### src/rtl/cosine2x_lut_sequencer_pkg.sv
// Shared constants, FSM encoding and quadrant mapping for the cosine2x LUT sequencer.
// Latency: n/a (declarations only). Backpressure: n/a.
package cosine2x_lut_sequencer_pkg;

    localparam int DATA_WIDTH   = 32;
    localparam int RESULT_WIDTH = 2 * DATA_WIDTH;
    localparam int REM_WIDTH    = 9;

    localparam logic [REM_WIDTH-1:0] DEG_90  = 9'd90;
    localparam logic [REM_WIDTH-1:0] DEG_180 = 9'd180;
    localparam logic [REM_WIDTH-1:0] DEG_270 = 9'd270;
    localparam logic [REM_WIDTH-1:0] DEG_360 = 9'd360;

    typedef enum logic [2:0] {
        ST_IDLE    = 3'd0,
        ST_REDUCE  = 3'd1,
        ST_MAP     = 3'd2,
        ST_ISSUE   = 3'd3,
        ST_CAPTURE = 3'd4,
        ST_RESP    = 3'd5
    } state_t;

    typedef struct packed {
        logic [1:0]            quad;
        logic [DATA_WIDTH-1:0] idx;
    } lut_req_t;

    // Folds a reduced angle 0..359 onto the LUT's 0..90 reference range.
    function automatic lut_req_t map_quadrant(input logic [REM_WIDTH-1:0] r);
        lut_req_t             m;
        logic [REM_WIDTH-1:0] v;
        if (r <= DEG_90) begin
            m.quad = 2'd0;
            v      = r;
        end else if (r <= DEG_180) begin
            m.quad = 2'd1;
            v      = DEG_180 - r;
        end else if (r <= DEG_270) begin
            m.quad = 2'd2;
            v      = r - DEG_180;
        end else begin
            m.quad = 2'd3;
            v      = DEG_360 - r;
        end
        m.idx = {{(DATA_WIDTH-REM_WIDTH){1'b0}}, v};
        return m;
    endfunction

endpackage

### src/rtl/cosine2x_lut_sequencer_if.sv
// Request/response handshake plus LUT drive bundle for the cosine2x sequencer.
// Latency: n/a (wiring only). Backpressure: valid/ready on req and resp.
interface cosine2x_lut_sequencer_if;

    logic                                                 req_valid;
    logic                                                 req_ready;
    logic [cosine2x_lut_sequencer_pkg::DATA_WIDTH-1:0]    angle_deg;
    logic                                                 resp_valid;
    logic                                                 resp_ready;
    logic [cosine2x_lut_sequencer_pkg::RESULT_WIDTH-1:0]  resp_data;
    logic [1:0]                                           resp_quad;
    logic                                                 lut_en;
    logic [1:0]                                           lut_quadrant;
    logic [cosine2x_lut_sequencer_pkg::DATA_WIDTH-1:0]    lut_index;
    logic [cosine2x_lut_sequencer_pkg::RESULT_WIDTH-1:0]  lut_data;

    modport slave (
        input  req_valid, angle_deg, resp_ready, lut_data,
        output req_ready, resp_valid, resp_data, resp_quad,
               lut_en, lut_quadrant, lut_index
    );

    modport master (
        output req_valid, angle_deg, resp_ready, lut_data,
        input  req_ready, resp_valid, resp_data, resp_quad,
               lut_en, lut_quadrant, lut_index
    );

endinterface

### src/rtl/cosine2x_lut_sequencer_angle_mod360_reducer.sv
// Restoring mod-360 remainder, one dividend bit per cycle, MSB first.
// Latency: DW cycles after start; done is high during the last bit's cycle. No backpressure.
module cosine2x_lut_sequencer_angle_mod360_reducer
    import cosine2x_lut_sequencer_pkg::*;
#(
    parameter int DW = DATA_WIDTH
) (
    input  logic                 clk,
    input  logic                 reset_n,
    input  logic                 start,
    input  logic [DW-1:0]        dividend,
    output logic                 done,
    output logic [REM_WIDTH-1:0] remainder
);

    localparam int CW = $clog2(DW);

    logic [DW-1:0]        dvd;
    logic [CW-1:0]        cnt;
    logic                 busy;
    logic [REM_WIDTH-1:0] rem;
    logic [REM_WIDTH:0]   trial;
    logic [REM_WIDTH-1:0] rem_nxt;

    // rem < 360 always, so the shifted trial value never exceeds 719.
    always_comb begin
        trial   = {rem, dvd[cnt]};
        rem_nxt = trial[REM_WIDTH-1:0];
        if (trial >= {1'b0, DEG_360}) begin
            rem_nxt = REM_WIDTH'(trial - {1'b0, DEG_360});
        end
    end

    always_ff @(posedge clk or negedge reset_n) begin
        if (!reset_n) begin
            dvd  <= '0;
            cnt  <= '0;
            busy <= 1'b0;
            rem  <= '0;
        end else if (start) begin
            dvd  <= dividend;
            cnt  <= CW'(DW - 1);
            busy <= 1'b1;
            rem  <= '0;
        end else if (busy) begin
            rem <= rem_nxt;
            if (cnt == '0) begin
                busy <= 1'b0;
            end else begin
                cnt <= cnt - 1'b1;
            end
        end
    end

    assign done      = busy && (cnt == '0);
    assign remainder = rem;

endmodule

### src/rtl/cosine2x_lut_sequencer.sv
// Reduces an angle mod 360, pulses the cosine2x LUT once and returns the captured double.
// Latency: DATA_WIDTH+3 cycles accept->resp_valid. Backpressure: resp held until resp_ready; req_ready low while busy.
module cosine2x_lut_sequencer
    import cosine2x_lut_sequencer_pkg::*;
(
    input  logic                     clk,
    input  logic                     reset_n,
    cosine2x_lut_sequencer_if.slave  bus
);

    state_t                  state, state_nxt;
    logic                    req_ready_r,  req_ready_nxt;
    logic                    resp_valid_r, resp_valid_nxt;
    logic [RESULT_WIDTH-1:0] resp_data_r,  resp_data_nxt;
    logic [1:0]              resp_quad_r,  resp_quad_nxt;
    logic                    lut_en_r,     lut_en_nxt;
    logic [1:0]              lut_quad_r,   lut_quad_nxt;
    logic [DATA_WIDTH-1:0]   lut_index_r,  lut_index_nxt;

    logic                    accept;
    logic                    red_done;
    logic [REM_WIDTH-1:0]    red_rem;
    lut_req_t                mapped;

    assign accept = (state == ST_IDLE) && req_ready_r && bus.req_valid;

    cosine2x_lut_sequencer_angle_mod360_reducer #(
        .DW (DATA_WIDTH)
    ) u_reducer (
        .clk       (clk),
        .reset_n   (reset_n),
        .start     (accept),
        .dividend  (bus.angle_deg),
        .done      (red_done),
        .remainder (red_rem)
    );

    assign mapped = map_quadrant(red_rem);

    always_comb begin
        state_nxt      = state;
        resp_valid_nxt = resp_valid_r;
        resp_data_nxt  = resp_data_r;
        resp_quad_nxt  = resp_quad_r;
        lut_en_nxt     = 1'b0;
        lut_quad_nxt   = lut_quad_r;
        lut_index_nxt  = lut_index_r;
        case (state)
            ST_IDLE: begin
                if (accept) state_nxt = ST_REDUCE;
            end
            ST_REDUCE: begin
                if (red_done) state_nxt = ST_MAP;
            end
            ST_MAP: begin
                state_nxt     = ST_ISSUE;
                lut_en_nxt    = 1'b1;
                lut_quad_nxt  = mapped.quad;
                lut_index_nxt = mapped.idx;
            end
            ST_ISSUE: begin
                state_nxt = ST_CAPTURE;
            end
            ST_CAPTURE: begin
                // LUT word is valid this cycle only; it floats after the closing edge.
                state_nxt      = ST_RESP;
                resp_data_nxt  = bus.lut_data;
                resp_quad_nxt  = lut_quad_r;
                resp_valid_nxt = 1'b1;
            end
            ST_RESP: begin
                if (bus.resp_ready) begin
                    resp_valid_nxt = 1'b0;
                    state_nxt      = ST_IDLE;
                end
            end
            default: state_nxt = ST_IDLE;
        endcase
        req_ready_nxt = (state_nxt == ST_IDLE);
    end

    always_ff @(posedge clk or negedge reset_n) begin
        if (!reset_n) begin
            state        <= ST_IDLE;
            req_ready_r  <= 1'b0;
            resp_valid_r <= 1'b0;
            resp_data_r  <= '0;
            resp_quad_r  <= '0;
            lut_en_r     <= 1'b0;
            lut_quad_r   <= '0;
            lut_index_r  <= '0;
        end else begin
            state        <= state_nxt;
            req_ready_r  <= req_ready_nxt;
            resp_valid_r <= resp_valid_nxt;
            resp_data_r  <= resp_data_nxt;
            resp_quad_r  <= resp_quad_nxt;
            lut_en_r     <= lut_en_nxt;
            lut_quad_r   <= lut_quad_nxt;
            lut_index_r  <= lut_index_nxt;
        end
    end

    assign bus.req_ready    = req_ready_r;
    assign bus.resp_valid   = resp_valid_r;
    assign bus.resp_data    = resp_data_r;
    assign bus.resp_quad    = resp_quad_r;
    assign bus.lut_en       = lut_en_r;
    assign bus.lut_quadrant = lut_quad_r;
    assign bus.lut_index    = lut_index_r;

endmodule

### src/flat_wrapper.sv
// flat-port wrapper written by rule: the top's interface ports become plain ports
module cosine2x_lut_sequencer_flat import cosine2x_lut_sequencer_pkg::*;
  (clk, reset_n, bus_req_valid, bus_angle_deg, bus_resp_ready, bus_lut_data, bus_req_ready, bus_resp_valid, bus_resp_data, bus_resp_quad, bus_lut_en, bus_lut_quadrant, bus_lut_index);
  cosine2x_lut_sequencer_if bus_i ();
  input  logic clk;
  input  logic reset_n;
  input wire logic [$bits(bus_i.req_valid)-1:0] bus_req_valid;
  input wire logic [$bits(bus_i.angle_deg)-1:0] bus_angle_deg;
  input wire logic [$bits(bus_i.resp_ready)-1:0] bus_resp_ready;
  input wire logic [$bits(bus_i.lut_data)-1:0] bus_lut_data;
  output wire logic [$bits(bus_i.req_ready)-1:0] bus_req_ready;
  output wire logic [$bits(bus_i.resp_valid)-1:0] bus_resp_valid;
  output wire logic [$bits(bus_i.resp_data)-1:0] bus_resp_data;
  output wire logic [$bits(bus_i.resp_quad)-1:0] bus_resp_quad;
  output wire logic [$bits(bus_i.lut_en)-1:0] bus_lut_en;
  output wire logic [$bits(bus_i.lut_quadrant)-1:0] bus_lut_quadrant;
  output wire logic [$bits(bus_i.lut_index)-1:0] bus_lut_index;
  assign bus_i.req_valid = bus_req_valid;
  assign bus_i.angle_deg = bus_angle_deg;
  assign bus_i.resp_ready = bus_resp_ready;
  assign bus_i.lut_data = bus_lut_data;
  assign bus_req_ready = bus_i.req_ready;
  assign bus_resp_valid = bus_i.resp_valid;
  assign bus_resp_data = bus_i.resp_data;
  assign bus_resp_quad = bus_i.resp_quad;
  assign bus_lut_en = bus_i.lut_en;
  assign bus_lut_quadrant = bus_i.lut_quadrant;
  assign bus_lut_index = bus_i.lut_index;
  cosine2x_lut_sequencer u_core (.clk(clk), .reset_n(reset_n), .bus(bus_i));
endmodule
### config.mk
export PLATFORM = sky130hd
export DESIGN_NAME = cosine2x_lut_sequencer_flat
export DESIGN_NICKNAME = d
export VERILOG_FILES = /design/src/rtl/cosine2x_lut_sequencer_pkg.sv /design/src/rtl/cosine2x_lut_sequencer_if.sv /design/src/rtl/cosine2x_lut_sequencer_angle_mod360_reducer.sv /design/src/rtl/cosine2x_lut_sequencer.sv /design/src/flat_wrapper.sv
export SDC_FILE = /design/constraint.sdc
export NUM_CORES = 1
export LEC_CHECK = 0
export ABC_CLOCK_PERIOD_IN_PS = 4300
export BUFFER_PORTS_ARGS = -buffer_cell sky130_fd_sc_hd__buf_2
export CAP_MARGIN = 10
export CORE_MARGIN = 3
export CORE_UTILIZATION = 50
export CTS_BUF_LIST = sky130_fd_sc_hd__clkbuf_8 sky130_fd_sc_hd__clkbuf_16
export DETAILED_ROUTE_END_ITERATION = 10
export PLACE_DENSITY = 0.84
export SLEW_MARGIN = 20
export SYNTH_ARGS = -nofsm -noshare
export SYNTH_HDL_FRONTEND = slang
export SYNTH_HIERARCHICAL = 1
export SYNTH_SLANG_ARGS = --single-unit
export TNS_END_PERCENT = 30
### constraint.sdc
create_clock -name clk -period 4.3 [get_ports clk]
set_clock_uncertainty 0.1 [all_clocks]
set_input_delay 0.215 -clock clk [delete_from_list [all_inputs] [get_ports clk]]
set_output_delay 0.215 -clock clk [all_outputs]
set_load 0.05 [all_outputs]
Yosys cells after proc, flatten, opt, wreduce, memory -nomap -nowiden --
Cells that the tools add are included.
Word-level totals: logic and storage cells 63, output and inout bits 103, flip-flop bits (word level) 130, input bits 100
Operators by class: magnitude comparators 5, reductions and logical operators 10, eq/ne operators 7, multiplexer cells 24, add/sub/neg operators 5
Operator list (number):
- 9-bit 2-to-1 mux | 6
- 3-bit case mux with 6 select lines | 1
- 5-bit 2-to-1 mux | 3
- 10-bit by 9-bit >= comparator with 1-bit output (second input constant) | 1
- 9-bit by 7-bit less-or-equal comparator with 1-bit output (second input constant) | 1
- 9-bit by 8-bit less-or-equal comparator with 1-bit output (second input constant) | 1
- 9-bit less-or-equal comparator (second input constant) | 1
- 3-bit 2-to-1 mux | 3
- 8-bit by 9-bit subtractor with 9-bit output (first input constant) | 1
- 9-bit by 8-bit subtractor with 9-bit output (second input constant) | 1
- 9-bit subtractor (first input constant) | 1
- 9-bit subtractor (second input constant) | 1
- 1-bit 2-to-1 mux | 7
- 3-bit by 2-bit == test with 1-bit output (second input constant) | 2
- 3-bit == test (second input constant) | 2
- 3-bit zero test | 2
- 5-bit by 6-bit less-than comparator with 1-bit output (second input constant) | 1
- 1-bit binary-select mux with 5-bit select | 1
- 5-bit zero test | 1
- 5-bit by 1-bit subtractor with 5-bit output (second input constant) | 1
- 2-bit 2-to-1 mux | 2
- 2-bit AND reduction | 2
- 2-bit nonzero test | 2
- 3-bit by 1-bit == test with 1-bit output (second input constant) | 1
- other kinds (4) | 6

Depth between registers and ports, before layout --
Gate-level depths: netlist of the first run.
depth in word-level cells 6, gate-level depth with buffers 9, mapped depth without buffers 7

Modules after synthesis --
The synthesis of the first run kept the hierarchy.
Modules (own cells, without submodules):
- cosine2x_lut_sequencer | area an instance 3858.7 um2, instances 1, cells each 300, sequential area each 2077.0 um2
- cosine2x_lut_sequencer_angle_mod360_reducer | area an instance 2342.2 um2, instances 1, cells each 187, sequential area each 1176.1 um2

Worst setup path after synthesis of the first run --
No wires, ideal clock.
kind reg2reg, start reg u_core.req_ready_r (netlist: u_core/bus.req_ready), end reg u_core.u_reducer.dvd[18], setup slack 1.892 ns, arrival time 2.183 ns, cell stages (with the launch flop) 6, required time 4.075 ns, clock period less this slack 2.408 ns, cells stage by stage dfrtp_1 > nand2_1 > nor4_1 > buf_1 > buf_1 > mux2_2
On the way: cells in the longest elaborated chain, start to end 2
RTL lines:
- start, declared | line cosine2x_lut_sequencer.sv:12 | logic req_ready_r, req_ready_nxt;
- start signal, assigned | line cosine2x_lut_sequencer.sv:94 | req_ready_r <= req_ready_nxt;
- 1-bit logical AND (2 in a row) | line cosine2x_lut_sequencer.sv:25 | assign accept = (state == ST_IDLE) && req_ready_r && bus.req_valid;
- net u_core.accept | line cosine2x_lut_sequencer.sv:20 | logic accept;
- end signal, assigned | line cosine2x_lut_sequencer_angle_mod360_reducer.sv:41 | dvd <= dividend;
- end, declared | line cosine2x_lut_sequencer_angle_mod360_reducer.sv:18 | logic [DW-1:0] dvd;
The timed path passes the listed nets, and every way through them passes these cells. A chain may end at the register's enable or synchronous reset.

Worst setup path after layout of the first run --
start reg u_core.state[1], end reg u_core.resp_data_r[17] (netlist: u_core/bus.resp_data[17])
On the way: cells in the longest elaborated chain, start to end 1
RTL lines:
- start, declared | line cosine2x_lut_sequencer.sv:11 | state_t state, state_nxt;
- start signal, assigned | line cosine2x_lut_sequencer.sv:93 | state <= state_nxt;
- 3-bit == test | line cosine2x_lut_sequencer.sv:48 | case (state)
- end signal, assigned | line cosine2x_lut_sequencer.sv:96 | resp_data_r <= resp_data_nxt;
- end, declared | line cosine2x_lut_sequencer.sv:14 | logic [RESULT_WIDTH-1:0] resp_data_r, resp_data_nxt;
No other way between the ends.

==> results of run 1 <==
==> synthesized netlist by cell type, drive strengths merged, types with 2 or more instances <==
cell type / n
o21a: 2
inv: 18
nor2: 22
a21oi: 9
nor3: 5
buf: 45
clkbuf: 7
or2: 2
nand2b: 6
ha: 8
nor4: 6
a211oi: 7
a2111oi: 5
a21o: 8
o211a: 2
mux2: 100
mux2i: 11
nand3: 5
a31oi: 6
nand4: 3
a211o: 3
mux4: 5
nand2: 16
or3: 2
nand3b: 3
o221ai: 3
o211ai: 3
a311oi: 3
dfrtp: 130
xnor2: 6
o21ai: 16
a21boi: 3
==> final timing paths <==
path	depth (start not counted)	slack (ps)	end	from
worst max-delay path	4	1790	u_core/bus.resp_data[17]$_DFFE_PN0P_	u_core/state[1]$_DFF_PN0_
worst min-delay path	3	40	u_core/bus.resp_valid$_DFFE_PN0P_	bus_resp_ready
worst max register to register	4	1790	u_core/bus.resp_data[17]$_DFFE_PN0P_	u_core/state[1]$_DFF_PN0_
worst min register to register	2	370	u_core/bus.lut_index[4]$_DFFE_PN0N_	u_core/bus.lut_index[4]$_DFFE_PN0N_
max in group asynchronous	3	2760	u_core/bus.resp_data[7]$_DFFE_PN0P_	reset_n
min in group asynchronous	2	280	u_core/bus.resp_data[28]$_DFFE_PN0P_	reset_n
==> stage by stage <==
step           std cells  instance area, sq um  util, %
5_1_grt              939                  8650     71.7
6_report             939                  8650     71.7
3_5_place_dp         808                  7070     58.6
3_3_place_gp         808                  7070     58.6
2_1_floorplan        509                  6280        -
4_1_cts              936                  8640     71.7
==> power groups by stage <==
stage / Combinational (W) / Sequential, W / Clock, W
floorplan: 0.00159 / 0.00336 / 0
global placement: 0.00321 / 0.00229 / 0
detailed placement: 0.00330 / 0.00236 / 0
CTS: 0.00339 / 0.00235 / 0.00148
global route: 0.00361 / 0.00246 / 0.00155
finish: 0.00342 / 0.00238 / 0.00146
==> worst reg2reg max path, cell delays in order, from the launching register on <==
cell and delay (ps):
dfrtp_1 440, nor2_1 200, and2_2 730, buf_4 510
mux2_2 410
==> logic make-up (layout without fill, tap and decap cells) <==
group	count (synthesis)	count (layout)	share of synthesized area, %
buf+inv	70	329	6.86
compound gates	81	81	10.0
other cells	1	26	0.0605
fa+ha+maj	8	8	1.61
mux	116	116	21.8
flops	130	130	52.5
simple gates	75	75	6.30
xor+xnor	6	6	0.847
==> flip-flops by register name, summed over array words and instances (netlist names), 2 cells and up <==
register	count
u_core/bus.resp_data	64
u_core/u_reducer/dvd	32
u_core/bus.lut_index	9
u_core/u_reducer/remainder	9
u_core/u_reducer/cnt	5
u_core/state	3
u_core/bus.lut_quadrant	2
u_core/bus.resp_quad	2
==> cell usage in the layout (no fill, tap or decap), types with 4 or more instances in the layout <==
master         synthesis  final
clkbuf_16              0     17
nor2_1                22     22
a21oi_1                8      8
mux2_2                99     99
dfrtp_1              130    130
mux2i_1               11     11
nor4_1                 5      4
conb_1                 1     23
a21o_1                 7      7
ha_1                   8      8
inv_1                 17     18
nand3_1                5      5
a31oi_1                6      6
o21ai_0               14     14
nand2b_1               6      6
xnor2_1                6      6
mux4_2                 5      5
buf_2                  8    178
a211oi_1               7      7
buf_4                 24      5
dlygate4sd3_1          0     97
nor3_1                 5      5
nand2_1               16     16
==> layer usage <==
metal / share of wire (%) / vias up / global-route usage (%)
li1: - / 2249 / -
met1: 37 / 2399 / 28.0
met2: 54 / 217 / 44.8
met3: 5.2 / 47 / 5.59
met4: 3.3 / 0 / 10.9
met5: 0 / - / 0
==> layout make-up <==
cell class,count,area [sq um]
tap,168,210
clock buffer,18,439
sequential,130,3250
timing repair buffer,280,1900
multi-input combinational,309,2610
clock inverter,13,161
inverter,18,67.6
fill,774,3410
antenna,3,7.51
==> metrics, run 1 <==
Comb pwr share=47.1%; Synth top area share=52.5%; CORE AREA=0.0121 sq mm; family with the most delay on the worst path=simple AND/OR/NAND/NOR gates; synthesis warning total=6; share of cells above drive strength 1=43.5%; pre-CTS WS=1850 ps; TritonCTS clock tree=yes; final setup fails=0; via count=4912; CTS buffer count=17; f_max=399 MHz; CP Class=reg -> reg; hpwl dp=9.99 mm; Die Width=117 microns; Initial Util=51.4%; Final nets=approximately 860; relative slew slack=43.5%; period utilization=58.3%; post-CTS setup buffers=0; Final Max Slew Viols=0; Async SR Flop Fraction=100%; DRT iter0 DRCs=357; post-route ant nets=0; shortest period the worst path allows=2510 ps; power consumption=around 0.0073 W; cells after synthesis=487; CTS-repair resized insts=0; worst path arrival time=between 2000 and 3000 ps; number of library cell types mapped by synthesis=65; total clock sinks=130; Pwr Density=roughly 840 mW/mm^2; Final GP Congestion=approximately 0.89; Post-synth EDFFs=0; Clock power frac=20.1%; Hold WC Path Type=in -> reg; Clock Path Buffers=2; syn avg cell area=12.7 sq um; top-level I/O count=just over 200; buffers added on ports=179; vias in the first global route=5293; WP buf/inv=1; Critical-path top delay cell=and2_2; Sw Share=45.9%; DRC=0; Max VDD drop=slightly above 0.5 mV; FF+latch count, synth=between 100 and 150; leakage=~4.0 nW; Sw Pwr=approximately 0.0033 W; total gr overflow=0; final worst slack=1790 ps; first-pass GRT wire length=27.6 mm; Pre-antenna DRT Iters=5; Fin Hold WS=40.1 ps; Top FF cell, synth=dfrtp_1; Crit path largest cell delay=730 ps; required time worst endpoint=4480 ps; Worst Tran Pin Value=848 ps; cell area after synthesis=around 0.0062 sq mm; Root Buffer=clkbuf_16; # hold bufs at CTS=97; CP Capture Type=flip-flop; Area growth, synth to finish=39.5%; GR Util All Layers=24.8%; H-tree levels=4; status=complete, no violations; clk slew on worst S/H paths=roughly 50 ps; height of the die=around 120 microns; drt wl/cell=18.0 microns; sequential fraction of design power=32.8%; critical-path cell list=nor2_1 > and2_2 > buf_4 > mux2_2; area leader, netlist=dfrtp_1; Post-Route WL=16.9 mm; final hold vios=0; Max-cap violations=0; initial antenna violation count=3; sequential-to-total area share from yosys stat=52.5%; pin count of the biggest net entering global routing=53; RSZ-0062 raised after global routing=no; Worst setup SP type=flip-flop; Total Neg Setup Slack=0 ps; Area contributors post-synth=dfrtp_1, mux2_2, buf_4, mux4_2, mux2i_1; vias per cell=5.23; clk_lat worst skew=around 400 ps; Internal=0.00393 W; crit-path max FO=35; die area=0.0138 sq mm; Site Rows=40
Power figures use the tool's default switching activity.
==> inputs of run 2 (changes only) <==
--- a/config.mk
+++ b/config.mk
@@ -5,14 +5,14 @@
 export SDC_FILE = /design/constraint.sdc
 export NUM_CORES = 1
 export LEC_CHECK = 0
-export ABC_CLOCK_PERIOD_IN_PS = 4300
+export ABC_CLOCK_PERIOD_IN_PS = 2090
 export BUFFER_PORTS_ARGS = -buffer_cell sky130_fd_sc_hd__buf_2
 export CAP_MARGIN = 10
 export CORE_MARGIN = 3
-export CORE_UTILIZATION = 50
+export CORE_UTILIZATION = 46
 export CTS_BUF_LIST = sky130_fd_sc_hd__clkbuf_8 sky130_fd_sc_hd__clkbuf_16
 export DETAILED_ROUTE_END_ITERATION = 10
-export PLACE_DENSITY = 0.84
+export PLACE_DENSITY = 0.82
 export SLEW_MARGIN = 20
 export SYNTH_ARGS = -nofsm -noshare
 export SYNTH_HDL_FRONTEND = slang
==> constraint.sdc (replaced) <==
create_clock -name clk -period 2.09 [get_ports clk]
set_clock_uncertainty 0.1 [all_clocks]
set_input_delay 0.1045 -clock clk [delete_from_list [all_inputs] [get_ports clk]]
set_output_delay 0.1045 -clock clk [all_outputs]
set_load 0.05 [all_outputs]
==> metrics, run 2 (synthesized netlist as in run 1, its figures left out) <==
clk_lat worst skew=410 ps; Levels on crit path=5; critical-path cell list=o31a_2 > a2111oi_2 > o311ai_2 > xnor2_1 > mux2_4; status=complete, no violations; Die Width=between 100 and 150 microns; CORE AREA=0.0129 sq mm; WP buf/inv=0; Final nets=888; Fill cells=890; post-CTS setup buffers=0; RSZ-0062 raised after global routing=yes; required time worst endpoint=2290 ps; height of the die=122 microns; Final GP Congestion=roughly 0.96; CTS buffer count=17; CP Class=reg -> reg; TritonCTS clock tree=yes; crit-path max FO=10; DRT iter0 DRCs=199; pre-CTS WS=-52.0 ps; DRC=0; Final Max Slew Viols=0; most frequent cells in the layout=buf_2, dfrtp_1, mux2_2; cell area after layout=0.00894 sq mm; Area growth, synth to finish=44.2%; most common cell after layout, fill and taps aside=buf_2; final setup fails=0; total gr overflow=0; ANT cells=0; Root Buffer=clkbuf_16; leakage=4.19 nW; vias in the first global route=5214; Post-Route WL=approximately 16 mm; via count=between 4k and 5k; Worst setup SP type=flip-flop; Largest register FFs=64; shortest period the worst path allows=just over 2000 ps; relative slew slack=between 60% and 70%; Clock Path Buffers=2; Critical-path top delay cell=dfrtp_2; initial antenna violation count=0; worst path arrival time=2220 ps; f_max=496 MHz; post-route ant nets=0; Pwr Density=1710 mW/mm^2; Initial Util=48.2%; Max-cap violations=0; GR Util All Layers=22.3%; pin count of the biggest net entering global routing=54; Hold WC Path Type=in -> async; power consumption=0.0153 W; Worst Tran Pin Value=584 ps; share of cells above drive strength 1=46.5%; first-pass GRT wire length=approximately 26 mm; Pre-antenna DRT Iters=5; Site Rows=41; period utilization=96.5%; worst reg-to-reg path cell count=5; drt wl/cell=16.8 microns; buffers added on ports=roughly 180; final worst slack=74.0 ps; final hold vios=0; final core occ=69.4%; vias per cell=5.11; total clock sinks=130; clk slew on worst S/H paths=roughly 60 ps; family with the most delay on the worst path=compound AO/OA/AOI/OAI gates; die area=0.0149 sq mm; CP Capture Type=flip-flop; hpwl dp=10.1 mm; Max VDD drop=1.15 mV; Crit path largest cell delay=~470 ps; top-level I/O count=203; H-tree levels=4; placed cell area=0.00731 sq mm; Fin Hold WS=150 ps
## run 2: cell count changes in the layout (fill, tap and decap cells not counted), sizes merged
cell and change:
clkinvlp -1, dlygate4sd3 +1, buf +23, clkinv +2, inv -2, diode -3
bufinv +1
## run 2: routing by layer
layer | up-vias | track usage [%] | share of wire [%]
met5 | - | 0 | 0
met4 | 0 | 8.89 | 2.6
met3 | 39 | 5.99 | 6.2
met2 | 197 | 40.1 | 53
met1 | 2397 | 25.1 | 38
li1 | 2297 | - | -
## run 2: timing repair
action	CTS	global route
cloned	0	0
pin swaps	0	1
resized for setup	1	9
setup endpoints to repair	1	10
hold buffers	98	0
endpoints found under the hold margin	138	0
## run 2: layout make-up
type	count	area [sq um]	share of cell area [%]
Inverter	18	67.6	0.756
Multi-Input combinational cell	309	2640	29.5
Clock inverter	13	185	2.07
Sequential cell	130	3260	36.5
Timing Repair Buffer	304	2130	23.8
Clock buffer	18	439	4.91
Tap cell	172	215	2.41
## run 2: worst paths after layout
check	startpoint	to	slack [ps]
worst max-delay path	u_core/u_reducer/remainder[2]$_DFFE_PN0P_	u_core/bus.lut_index[5]$_DFFE_PN0N_	70
worst min-delay path	reset_n	u_core/bus.resp_data[25]$_DFFE_PN0P_	150
worst max register to register	u_core/u_reducer/remainder[2]$_DFFE_PN0P_	u_core/bus.lut_index[5]$_DFFE_PN0N_	70
worst min register to register	u_core/bus.lut_index[8]$_DFFE_PN0N_	u_core/bus.lut_index[8]$_DFFE_PN0N_	390
max in group asynchronous	reset_n	u_core/bus.resp_data[16]$_DFFE_PN0P_	1060
min in group clk	bus_req_valid	u_core/state[0]$_DFF_PN0_	200
## run 2: per-stage QoR
stage                     cells  setup TNS [ps]
after floorplan             509               0
after global placement      835               0
after detailed placement    835           -52.0
after CTS                   964               0
after global routing        964           -22.6
final                       964               0
## run 2: power by group
| part | switching [W] | internal, W |
|---|---|---|
| logic | 0.00477 | 0.00276 |
| clock network | 0.00109 | 0.00202 |
| registers | 0.000914 | 0.00371 |
| total | 0.00678 | 0.00849 |
